File: config.mk
export PLATFORM = sky130hd
export DESIGN_NAME = lab4_alu_seq
export DESIGN_NICKNAME = d
export VERILOG_FILES = /design/src/rtl/lab4_alu_pkg.sv /design/src/rtl/lab4_alu_seq_fifo.sv /design/src/rtl/lab4_alu_seq.sv
export SDC_FILE = /design/constraint.sdc
export NUM_CORES = 1
export LEC_CHECK = 0
export ABC_AREA = 0
export CORE_AREA = 2 2 161 163
export CTS_BUF_LIST = sky130_fd_sc_hd__clkbuf_16
export DETAILED_ROUTE_END_ITERATION = 7
export DIE_AREA = 0 0 163 165
export HOLD_SLACK_MARGIN = 0.1
export PLACE_DENSITY = 0.93
export SETUP_SLACK_MARGIN = 0.2
export SYNTH_ARGS = -nofsm -noshare
export SYNTH_HDL_FRONTEND = slang
export SYNTH_SLANG_ARGS = --single-unit
File: constraint.sdc
create_clock -name in_clk -period 5 [get_ports in_clk]
set_input_delay 0.75 -clock in_clk [delete_from_list [all_inputs] [get_ports in_clk]]
set_output_delay 0.75 -clock in_clk [all_outputs]
set_load 0.01 [all_outputs]
File: src/rtl/lab4_alu_pkg.sv
// Shared definitions for the lab4_alu command sequencer.
//   - func-code class patterns and masks used to classify ALU function codes
//   - FSM state encodings for the sequencer
//   - packed command record carried through the command FIFO
//   - helpers that classify a func code and tell whether it is legal
package lab4_alu_pkg;

    // A func code belongs to a class when (func & MASK) == PATTERN.
    localparam logic [4:0] FUNC_SHIFT       = 5'b00000;
    localparam logic [4:0] FUNC_SHIFT_MASK  = 5'b11000;
    localparam logic [4:0] FUNC_MULDIV      = 5'b10000;
    localparam logic [4:0] FUNC_MULDIV_MASK = 5'b11100;
    localparam logic [4:0] FUNC_ADDSUB      = 5'b10110;
    localparam logic [4:0] FUNC_ADDSUB_MASK = 5'b11110;
    localparam logic [4:0] FUNC_LOGIC       = 5'b11000;
    localparam logic [4:0] FUNC_LOGIC_MASK  = 5'b11100;

    // Sequencer states.
    localparam logic [1:0] ST_IDLE = 2'd0;
    localparam logic [1:0] ST_WAIT = 2'd1;
    localparam logic [1:0] ST_RESP = 2'd2;

    typedef enum logic [2:0] {
        CLS_SHIFT,
        CLS_MULDIV,
        CLS_ADDSUB,
        CLS_LOGIC,
        CLS_ILLEGAL
    } func_class_t;

    // One queued operation: 32 + 32 + 5 = 69 bits.
    typedef struct packed {
        logic [31:0] a;
        logic [31:0] b;
        logic [4:0]  func;
    } alu_cmd_t;

    localparam int CMD_W = $bits(alu_cmd_t);

    function automatic func_class_t func_class(input logic [4:0] func);
        func_class_t cls;
        cls = CLS_ILLEGAL;
        if ((func & FUNC_SHIFT_MASK) == FUNC_SHIFT) begin
            cls = CLS_SHIFT;
        end else if ((func & FUNC_MULDIV_MASK) == FUNC_MULDIV) begin
            cls = CLS_MULDIV;
        end else if ((func & FUNC_ADDSUB_MASK) == FUNC_ADDSUB) begin
            cls = CLS_ADDSUB;
        end else if ((func & FUNC_LOGIC_MASK) == FUNC_LOGIC) begin
            cls = CLS_LOGIC;
        end
        return cls;
    endfunction

    function automatic logic func_legal(input logic [4:0] func);
        return func_class(func) != CLS_ILLEGAL;
    endfunction

endpackage

File: src/rtl/lab4_alu_seq_fifo.sv
// alu_cmd_fifo: synchronous FIFO for queued ALU commands.
// Ports:
//   clk        clock, rising edge
//   rst_n      asynchronous active-low reset (empties the FIFO)
//   push       write push_data when not full
//   push_data  entry to enqueue
//   pop        drop the head entry when not empty
//   pop_data   current head entry (valid while !empty)
//   full       DEPTH entries stored
//   empty      no entries stored
// Push and pop in the same cycle are both honoured; the count is unchanged.
module alu_cmd_fifo
    import lab4_alu_pkg::*;
#(
    parameter int DEPTH = 4,
    parameter int WIDTH = CMD_W
) (
    input  logic             clk,
    input  logic             rst_n,
    input  logic             push,
    input  logic [WIDTH-1:0] push_data,
    input  logic             pop,
    output logic [WIDTH-1:0] pop_data,
    output logic             full,
    output logic             empty
);

    localparam int AW = $clog2(DEPTH);

    logic [WIDTH-1:0] mem [DEPTH];
    logic [AW-1:0]    wr_ptr_reg;
    logic [AW-1:0]    rd_ptr_reg;
    logic [AW:0]      count_reg;
    logic             push_ok;
    logic             pop_ok;

    assign full     = (count_reg == (AW+1)'(DEPTH));
    assign empty    = (count_reg == '0);
    assign push_ok  = push && !full;
    assign pop_ok   = pop && !empty;
    assign pop_data = mem[rd_ptr_reg];

    // Storage needs no reset: an entry is only read after it was written.
    always_ff @(posedge clk) begin
        if (push_ok) begin
            mem[wr_ptr_reg] <= push_data;
        end
    end

    // DEPTH is a power of two, so the pointers wrap by plain overflow.
    always_ff @(posedge clk or negedge rst_n) begin
        if (!rst_n) begin
            wr_ptr_reg <= '0;
            rd_ptr_reg <= '0;
            count_reg  <= '0;
        end else begin
            if (push_ok) begin
                wr_ptr_reg <= wr_ptr_reg + AW'(1);
            end
            if (pop_ok) begin
                rd_ptr_reg <= rd_ptr_reg + AW'(1);
            end
            if (push_ok && !pop_ok) begin
                count_reg <= count_reg + (AW+1)'(1);
            end else if (pop_ok && !push_ok) begin
                count_reg <= count_reg - (AW+1)'(1);
            end
        end
    end

endmodule

File: src/rtl/lab4_alu_seq.sv
// lab4_alu_seq: command-side sequencer for the combinational lab4_alu.
// Queues operation requests, presents each one to the ALU for a
// class-dependent settle time, captures result/flags and returns them
// on a valid/ready response channel. At most one operation is in flight.
// Ports:
//   in_clk / in_rst_n                   clock, asynchronous active-low reset
//   in_cmd_valid / out_cmd_ready        command handshake
//   in_cmd_A / in_cmd_B / in_cmd_func   command operands and function code
//   out_alu_A / out_alu_B / out_alu_func       drive the ALU inputs
//   in_alu_result / in_alu_overflow / in_alu_zero  ALU outputs
//   out_rsp_valid / in_rsp_ready        response handshake
//   out_rsp_result / _overflow / _zero / _illegal  captured response
//   out_busy                            FIFO non-empty or an op in flight
module lab4_alu_seq
    import lab4_alu_pkg::*;
#(
    parameter int FIFO_DEPTH  = 4,
    parameter int MULDIV_WAIT = 4,
    parameter int BASE_WAIT   = 1
) (
    input  logic        in_clk,
    input  logic        in_rst_n,
    input  logic        in_cmd_valid,
    output logic        out_cmd_ready,
    input  logic [31:0] in_cmd_A,
    input  logic [31:0] in_cmd_B,
    input  logic [4:0]  in_cmd_func,
    output logic [31:0] out_alu_A,
    output logic [31:0] out_alu_B,
    output logic [4:0]  out_alu_func,
    input  logic [31:0] in_alu_result,
    input  logic        in_alu_overflow,
    input  logic        in_alu_zero,
    output logic        out_rsp_valid,
    input  logic        in_rsp_ready,
    output logic [31:0] out_rsp_result,
    output logic        out_rsp_overflow,
    output logic        out_rsp_zero,
    output logic        out_rsp_illegal,
    output logic        out_busy
);

    localparam int MAX_WAIT = (MULDIV_WAIT > BASE_WAIT) ? MULDIV_WAIT : BASE_WAIT;
    localparam int CNT_W    = (MAX_WAIT > 1) ? $clog2(MAX_WAIT) : 1;
    localparam logic [CNT_W-1:0] MULDIV_LOAD = CNT_W'(MULDIV_WAIT - 1);
    localparam logic [CNT_W-1:0] BASE_LOAD   = CNT_W'(BASE_WAIT - 1);

    logic [1:0]       state_reg;
    logic [CNT_W-1:0] cnt_reg;

    alu_cmd_t    push_cmd;
    alu_cmd_t    head_cmd;
    logic        fifo_full;
    logic        fifo_empty;
    logic        fifo_push;
    logic        fifo_pop;
    func_class_t head_class;
    func_class_t cur_class;

    // Ready depends only on the stored FIFO level (and reset), never on
    // this cycle's pop, so there is no combinational path through the FSM.
    assign out_cmd_ready = in_rst_n && !fifo_full;
    assign fifo_push     = in_cmd_valid && out_cmd_ready;
    assign fifo_pop      = (state_reg == ST_IDLE) && !fifo_empty;
    assign out_busy      = !fifo_empty || (state_reg != ST_IDLE);

    assign push_cmd.a    = in_cmd_A;
    assign push_cmd.b    = in_cmd_B;
    assign push_cmd.func = in_cmd_func;

    assign head_class = func_class(head_cmd.func);
    // The in-flight func stays on out_alu_func, so decode from there.
    assign cur_class  = func_class(out_alu_func);

    alu_cmd_fifo #(
        .DEPTH (FIFO_DEPTH),
        .WIDTH (CMD_W)
    ) u_fifo (
        .clk       (in_clk),
        .rst_n     (in_rst_n),
        .push      (fifo_push),
        .push_data (push_cmd),
        .pop       (fifo_pop),
        .pop_data  (head_cmd),
        .full      (fifo_full),
        .empty     (fifo_empty)
    );

    always_ff @(posedge in_clk or negedge in_rst_n) begin
        if (!in_rst_n) begin
            state_reg        <= ST_IDLE;
            cnt_reg          <= '0;
            out_alu_A        <= '0;
            out_alu_B        <= '0;
            out_alu_func     <= '0;
            out_rsp_valid    <= 1'b0;
            out_rsp_result   <= '0;
            out_rsp_overflow <= 1'b0;
            out_rsp_zero     <= 1'b0;
            out_rsp_illegal  <= 1'b0;
        end else begin
            case (state_reg)
                ST_IDLE: begin
                    if (!fifo_empty) begin
                        out_alu_A    <= head_cmd.a;
                        out_alu_B    <= head_cmd.b;
                        out_alu_func <= head_cmd.func;
                        if (head_class != CLS_ILLEGAL) begin
                            cnt_reg   <= (head_class == CLS_MULDIV) ? MULDIV_LOAD : BASE_LOAD;
                            state_reg <= ST_WAIT;
                        end else begin
                            // Illegal codes skip the ALU entirely.
                            out_rsp_result   <= '0;
                            out_rsp_overflow <= 1'b0;
                            out_rsp_zero     <= 1'b0;
                            out_rsp_illegal  <= 1'b1;
                            out_rsp_valid    <= 1'b1;
                            state_reg        <= ST_RESP;
                        end
                    end
                end
                ST_WAIT: begin
                    if (cnt_reg != '0) begin
                        cnt_reg <= cnt_reg - CNT_W'(1);
                    end else begin
                        out_rsp_result <= in_alu_result;
                        out_rsp_zero   <= in_alu_zero;
                        // Overflow is only meaningful for add/sub.
                        out_rsp_overflow <= (cur_class == CLS_ADDSUB) ? in_alu_overflow : 1'b0;
                        out_rsp_illegal  <= 1'b0;
                        out_rsp_valid    <= 1'b1;
                        state_reg        <= ST_RESP;
                    end
                end
                ST_RESP: begin
                    if (in_rsp_ready) begin
                        out_rsp_valid <= 1'b0;
                        state_reg     <= ST_IDLE;
                    end
                end
                default: begin
                    state_reg <= ST_IDLE;
                end
            endcase
        end
    end

endmodule

==> results.py, run 1 <==
metrics = {
    "pwr": {
        "powerDensity_mw_per_mm2": 595,
        "irDropWorstVdd_uv": 400,
        "p_leak_nw": 6.45,
        "power_mw": 10.8,
    },
    "setup_path": {
        "crit_path_start": "in_rst_n",
        "arrival_ps": 2400,
        "worst_setup_path_start_kind": "primary input",
        "reg2reg_depth": 5,
        "critPathKind": "primary input to primary output",
        "rr_startpoint": "u_fifo.rd_ptr_reg[0]$_DFFE_PN0P_",
        "cp.required_ps": 4250,
        "cp_max_fo": 44,
        "crit_path_end_kind": "primary output",
    },
    "place": {
        "place.gp.congestion": 0.765,
        "dp_hpwl_mm": 16.9,
        "placed_area_mm2": 0.0169,
        "place_ws_ps": 1770,
        "portBuffers": 213,
        "placed_cells": 1175,
    },
    "synth": {
        "syn_area_per_cell_um2": 21.9,
        "yosys-mux-area-fraction_pct": 16.3,
        "ys_seq_area_share_pct": 77.6,
        "yosysUniqueCellTypes": 37,
        "yosys_warnings": 0,
        "syn_nets": 771,
        "async_flop_share_pct": 29.6,
        "ys.flop_type": "edfxtp_1",
        "synth_top_family_by_area": "multiplexers",
        "synthSimpleGateAreaFrac_pct": 1.02,
        "synth_edf_count": 276,
        "ys_ff_latch": 392,
        "synthAdderAreaFrac_pct": 0.660,
        "synth_cells": 657,
        "synth_area_mm2": 0.0144,
        "synth-xor-area-share_pct": 0.364,
        "synth_compound_area_share_pct": 2.79,
    },
    "finish": {
        "largest-register": "u_fifo.mem",
        "stdcell_area_mm2": 0.0181,
        "register_area_mm2": 0.0112,
        "fillers": 1455,
        "drive_gt1_share_pct": 22.7,
        "area_delta_synth_final_pct": 25.9,
        "stdcell_count": 1249,
        "largest_reg_flops": 276,
        "multiInputGateArea_mm2": 0.00307,
        "fin_nets": 1000,
    },
    "clock_tree": {
        "cts_resized": 0,
        "cts_tree": "built",
        "post_cts_buffers": 0,
        "cts_root_buf": "clkbuf_16",
        "cts_buffers": 39,
        "cts_num_sinks": 392,
        "cts_buffer_depth": 3,
        "clk_pin_slew_ps": 60,
        "hold_buffers": 0,
        "htreeDepth": 2,
        "clk_latency_ps": 530,
    },
    "sta": {
        "worst_clock_skew_ps": 12.0,
        "rsz0062_at_grt": "no",
        "layout_setup_ws_ps": 1850,
        "slew_headroom_pct": 27.9,
        "setup_viol": 0,
        "fmax_ghz": 0.318,
        "drv_slew": 0,
        "tns_ps": 0,
        "period_minus_slack_ps": 3150,
        "hold_viol": 0,
        "finalCritPeriodShare_pct": 63.0,
        "tightest_slew_ps": 1080,
    },
    "floorplanning": {
        "io_pins": 214,
        "dieHeight_um": 165,
        "floorplan.die_area_mm2": 0.0269,
        "fp-row-count": 58,
        "start_util_pct": 57.6,
        "dieWidth_um": 163,
        "core_mm2": 0.0250,
    },
    "grt": {
        "grt_overflow": 0,
        "grt_pass1_vias": 7611,
        "track_usage_pct": 21.6,
        "grt_pass1_wl_mm": 43.3,
        "grt_max_degree": 75,
        "antenna_found_initial": 2,
    },
    "drt": {
        "vias_per_cell": 5.70,
        "ant_nets": 0,
        "drt_iter0_drc": 637,
        "route.detailed.drc": 0,
        "drt_wl_total_mm": 28.3,
        "vias": 7121,
        "firstDrtPassIters": 5,
        "wl_per_cell_um": 22.7,
    },
    "run_status": {
        "outcome": "finished, final reports clean",
    },
    "job": {
        "drv_cap": 0,
    },
    "worst_hold_path": {
        "hold_class": "primary input to async pin",
    },
}
## layout make-up
class                      instances  area share, %
multi-input combinational        227           16.9
inverter                           8          0.165
tap                              330           2.28
clock inverter                    32           1.40
antenna                            2         0.0276
sequential                       392           61.7
timing repair buffer             218           12.0
clock buffer                      40           5.52
## worst paths after layout
check	slack, ps	end
worst max-delay path	1850	out_cmd_ready
worst max register to register	2090	out_rsp_result[12]$_DFFE_PN0P_
worst min-delay path	140	out_rsp_result[2]$_DFFE_PN0P_
max in group asynchronous	3460	u_fifo.rd_ptr_reg[1]$_DFFE_PN0P_
min in group in_clk	500	out_rsp_result[10]$_DFFE_PN0P_
worst min register to register	500	out_rsp_result[10]$_DFFE_PN0P_
## worst max-delay path: stages
cell and delay (ps):
buf_6 320, a21boi_0 600, clkdlybuf4s50_1 720
## synthesized netlist by cell type, types with 2 or more instances
| master | number | share of area [%] |
|---|---|---|
| a21oi_1 | 3 | 0.10 |
| a22o_1 | 33 | 2.0 |
| and3_1 | 4 | 0.17 |
| buf_1 | 4 | 0.10 |
| buf_2 | 5 | 0.17 |
| buf_6 | 4 | 0.31 |
| clkbuf_1 | 17 | 0.44 |
| dfrtp_1 | 116 | 20 |
| edfxtp_1 | 276 | 57 |
| ha_1 | 6 | 0.52 |
| inv_1 | 8 | 0.21 |
| mux2_2 | 70 | 5.5 |
| mux4_2 | 69 | 11 |
| nand2_1 | 5 | 0.13 |
| nand2b_1 | 2 | 0.087 |
| nor2_1 | 4 | 0.10 |
| nor2b_1 | 3 | 0.13 |
| nor3_1 | 4 | 0.14 |
| o21ai_0 | 2 | 0.069 |
| xnor2_1 | 4 | 0.24 |
| xor2_1 | 2 | 0.12 |
## metal layers
layer / global-route usage, % / routed length, µm / vias to the layer above / part of all wire, %
met5: 0 / 0 / - / 0
met4: 6.56 / 634 / 0 / 2.2
met3: 4.90 / 2100 / 53 / 7.4
met2: 36.6 / 14300 / 309 / 51
met1: 28.2 / 11200 / 3627 / 40
li1: - / - / 3132 / -
## kinds of logic after synthesis
kind of cell | after synthesis
mux | 140
flops | 392
buf+inv | 38
fa+ha+maj | 7
simple gates | 27
xor+xnor | 6
compound gates | 47
## placed cells by master (no fill, tap or decap), drive strengths merged, types with 2 or more instances in the layout
| cell type | count |
|---|---|
| edfxtp | 276 |
| clkdlybuf4s50 | 212 |
| dfrtp | 116 |
| mux2 | 70 |
| mux4 | 69 |
| clkbuf | 40 |
| a22o | 33 |
| clkinv | 18 |
| inv | 17 |
| ha | 6 |
| buf | 6 |
| nand2 | 5 |
| a21oi | 5 |
| nor2 | 4 |
| and3 | 4 |
| xnor2 | 4 |
| bufinv | 4 |
| nor3 | 4 |
| nor2b | 3 |
| o21ai | 3 |
| diode | 2 |
| nand2b | 2 |
| xor2 | 2 |
| and2 | 2 |
## power breakdown
group          internal (mW)  leakage, nW  switching [mW]
clock network           1.66        0.644            1.16
registers               4.19         3.92           0.400
logic                   1.93         1.89            1.46
## stage by stage
stage / hold WS, ps / utilization, %
global route: 161 / 72.5
CTS: 134 / 72.5
finish: 138 / 72.5
global placement: 477 / 67.4
detailed placement: 484 / 67.4
floorplan: 454 / -
Note: power is estimated with default switching activity, not from simulation.
==> run 2: changes to the inputs <==
CORE_AREA = 2 2 167 169   (was 2 2 161 163)
DIE_AREA = 0 0 169 171   (was 0 0 163 165)
PLACE_DENSITY = 0.88   (was 0.93)
clock period = 3.3 ns   (was 5 ns; I/O delays follow)
==> run 2 against run 1 <==
  * Register-to-register slack got worse by 1100 ps
  * First-iteration DRC count shrank 36%
  * Sequential power grew 50%
  * Flip-flop and latch count is the same
  * Via count grew 1.3%
  * Total power grew 50%
  * Largest cell class unchanged
  * Largest power group unchanged
==> results.py, run 2 (synthesized netlist as in run 1, its figures left out) <==
metrics = {
    "sta": {
        "rsz0062_at_grt": "no",
        "tns_ps": 0,
        "period_minus_slack_ps": 2410,
        "drv_slew": 0,
        "finalCritPeriodShare_pct": 72.9,
        "hold_ws_ps": 166,
        "fmax_ghz": 0.416,
        "hold_viol": 0,
        "slew_headroom_pct": 41.5,
        "setup_viol": 0,
        "tightest_slew_ps": 878,
        "worst_clock_skew_ps": 25.1,
    },
    "setup_path": {
        "max_stage_delay_ps": 510,
        "crit_slowest_cell": "clkdlybuf4s50_1",
        "crit_path_end_kind": "primary output",
        "cp.required_ps": 2800,
        "worstPathCellList": "nor3_1 > nand2_1 > clkdlybuf4s50_1",
        "arrival_ps": 1910,
        "cp_max_fo": 5,
        "critPathKind": "flip-flop to primary output",
        "worst_setup_path_start_kind": "flip-flop",
    },
    "grt": {
        "grt_most_used_layer": "met2",
        "grt_overflow": 0,
        "grt_use_met2_pct": 36.7,
        "globalRouteMet3Util_pct": 4.53,
        "grt_max_degree": 71,
        "grt_pass1_wl_mm": 44.7,
        "antenna_found_initial": 0,
        "use_met1_pct": 25.6,
        "track_usage_pct": 20.6,
        "grt_pass1_vias": 7873,
    },
    "finish": {
        "fin_nets": 1013,
        "largest-register": "u_fifo.mem",
        "drive_gt1_share_pct": 23.2,
        "area_delta_synth_final_pct": 26.3,
        "stdcell_count": 1274,
        "largest_reg_flops": 276,
        "stdcell_area_mm2": 0.0182,
        "layout_common_cells": "edfxtp_1 (276), clkdlybuf4s50_1 (212), dfrtp_1 (114)",
        "antenna_cells": 0,
        "fillers": 1781,
        "layout_commonest_cell": "edfxtp_1",
    },
    "clock_tree": {
        "hold_buffers": 0,
        "htreeDepth": 2,
        "cts_resized": 0,
        "clk_pin_slew_ps": 60,
        "cts_tree": "built",
        "cts_buffer_depth": 3,
        "cts_num_sinks": 392,
        "cts_buffers": 39,
        "clk_latency_ps": 530,
        "cts_root_buf": "clkbuf_16",
        "post_cts_buffers": 0,
    },
    "drt": {
        "vias": 7213,
        "vias_per_cell": 5.66,
        "ant_nets": 0,
        "drt_iter0_drc": 408,
        "wl_per_cell_um": 22.9,
        "firstDrtPassIters": 6,
        "route.detailed.drc": 0,
        "drt_wl_total_mm": 29.2,
    },
    "place": {
        "placed_cells": 1204,
        "placed_area_mm2": 0.0171,
        "place.gp.congestion": 0.699,
        "dp_hpwl_mm": 17.4,
        "portBuffers": 213,
    },
    "floorplanning": {
        "floorplan.die_area_mm2": 0.0289,
        "io_pins": 214,
        "dieWidth_um": 169,
        "fp-row-count": 61,
        "dieHeight_um": 171,
        "start_util_pct": 52.8,
        "core_mm2": 0.0273,
    },
    "job": {
        "drv_cap": 0,
    },
    "run_status": {
        "outcome": "finished, final reports clean",
    },
    "pwr": {
        "p_sw_share_pct": 28.7,
        "power_mw": 16.2,
        "p_leak_nw": 6.50,
        "powerDensity_mw_per_mm2": 891,
        "power.share.sequential_pct": 42.5,
        "switchingPower_mw": 4.65,
        "internal-power_mw": 11.6,
        "pwr-share-comb_pct": 32.9,
        "irDropWorstVdd_uv": 661,
        "pwr-share-clk_pct": 24.6,
    },
    "worst_hold_path": {
        "hold_class": "primary input to async pin",
    },
}
run 2: area by class of cell:
type / instances / area [µm²] / share of cell area, %
clock buffer: 40 / 1000 / 5.50
tap: 346 / 433 / 2.38
timing repair buffer: 231 / 2320 / 12.7
inverter: 8 / 30.0 / 0.165
multi-input combinational: 227 / 3070 / 16.9
clock inverter: 30 / 161 / 0.886
sequential: 392 / 11200 / 61.5
run 2: metal layers:
metal,vias up,wire [µm],part of all wire [%]
met4,0,585,2.0
met1,3748,11400,39
li1,3143,-,-
met3,48,2000,6.8
met2,274,15200,52
met5,-,0,0
run 2: metrics by stage:
step,worst slack (ps),utilization [%]
CTS,865,66.7
finish,893,66.7
detailed placement,799,62.4
global placement,877,62.4
floorplan,873,-
global route,751,66.7
run 2: power by group through the flow:
stage	Clock [mW]	Combinational [mW]	Sequential, mW
final	4.00	5.34	6.90
after global placement	0	5.22	6.92
after CTS	4.09	5.44	6.91
after detailed placement	0	5.36	6.98
after global routing	4.29	5.74	7.01
after floorplan	0	3.09	7.06
run 2: final timing paths:
| kind | start | end | slack (ps) | cells after the start |
|---|---|---|---|---|
| min in group in_clk | out_rsp_result[26]$_DFFE_PN0P_ | out_rsp_result[26]$_DFFE_PN0P_ | 500 | 1 |
| worst max register to register | u_fifo.count_reg[0]$_DFFE_PN0P_ | u_fifo.count_reg[2]$_DFFE_PN0P_ | 1030 | 10 |
| max in group asynchronous | in_rst_n | u_fifo.rd_ptr_reg[0]$_DFFE_PN0P_ | 2430 | 2 |
| worst max-delay path | u_fifo.count_reg[0]$_DFFE_PN0P_ | out_busy | 890 | 3 |
| worst min-delay path | in_rst_n | out_alu_A[25]$_DFFE_PN0P_ | 170 | 2 |
| worst min register to register | out_rsp_result[26]$_DFFE_PN0P_ | out_rsp_result[26]$_DFFE_PN0P_ | 500 | 1 |
run 2: worst max-delay path: cells and delay by family (launching register included):
| family | cells | cell delay [ps] |
|---|---|---|
| buffers and inverters | 1 | 510 |
| AND/OR/NAND/NOR | 2 | 450 |
| flip-flops | 1 | 440 |
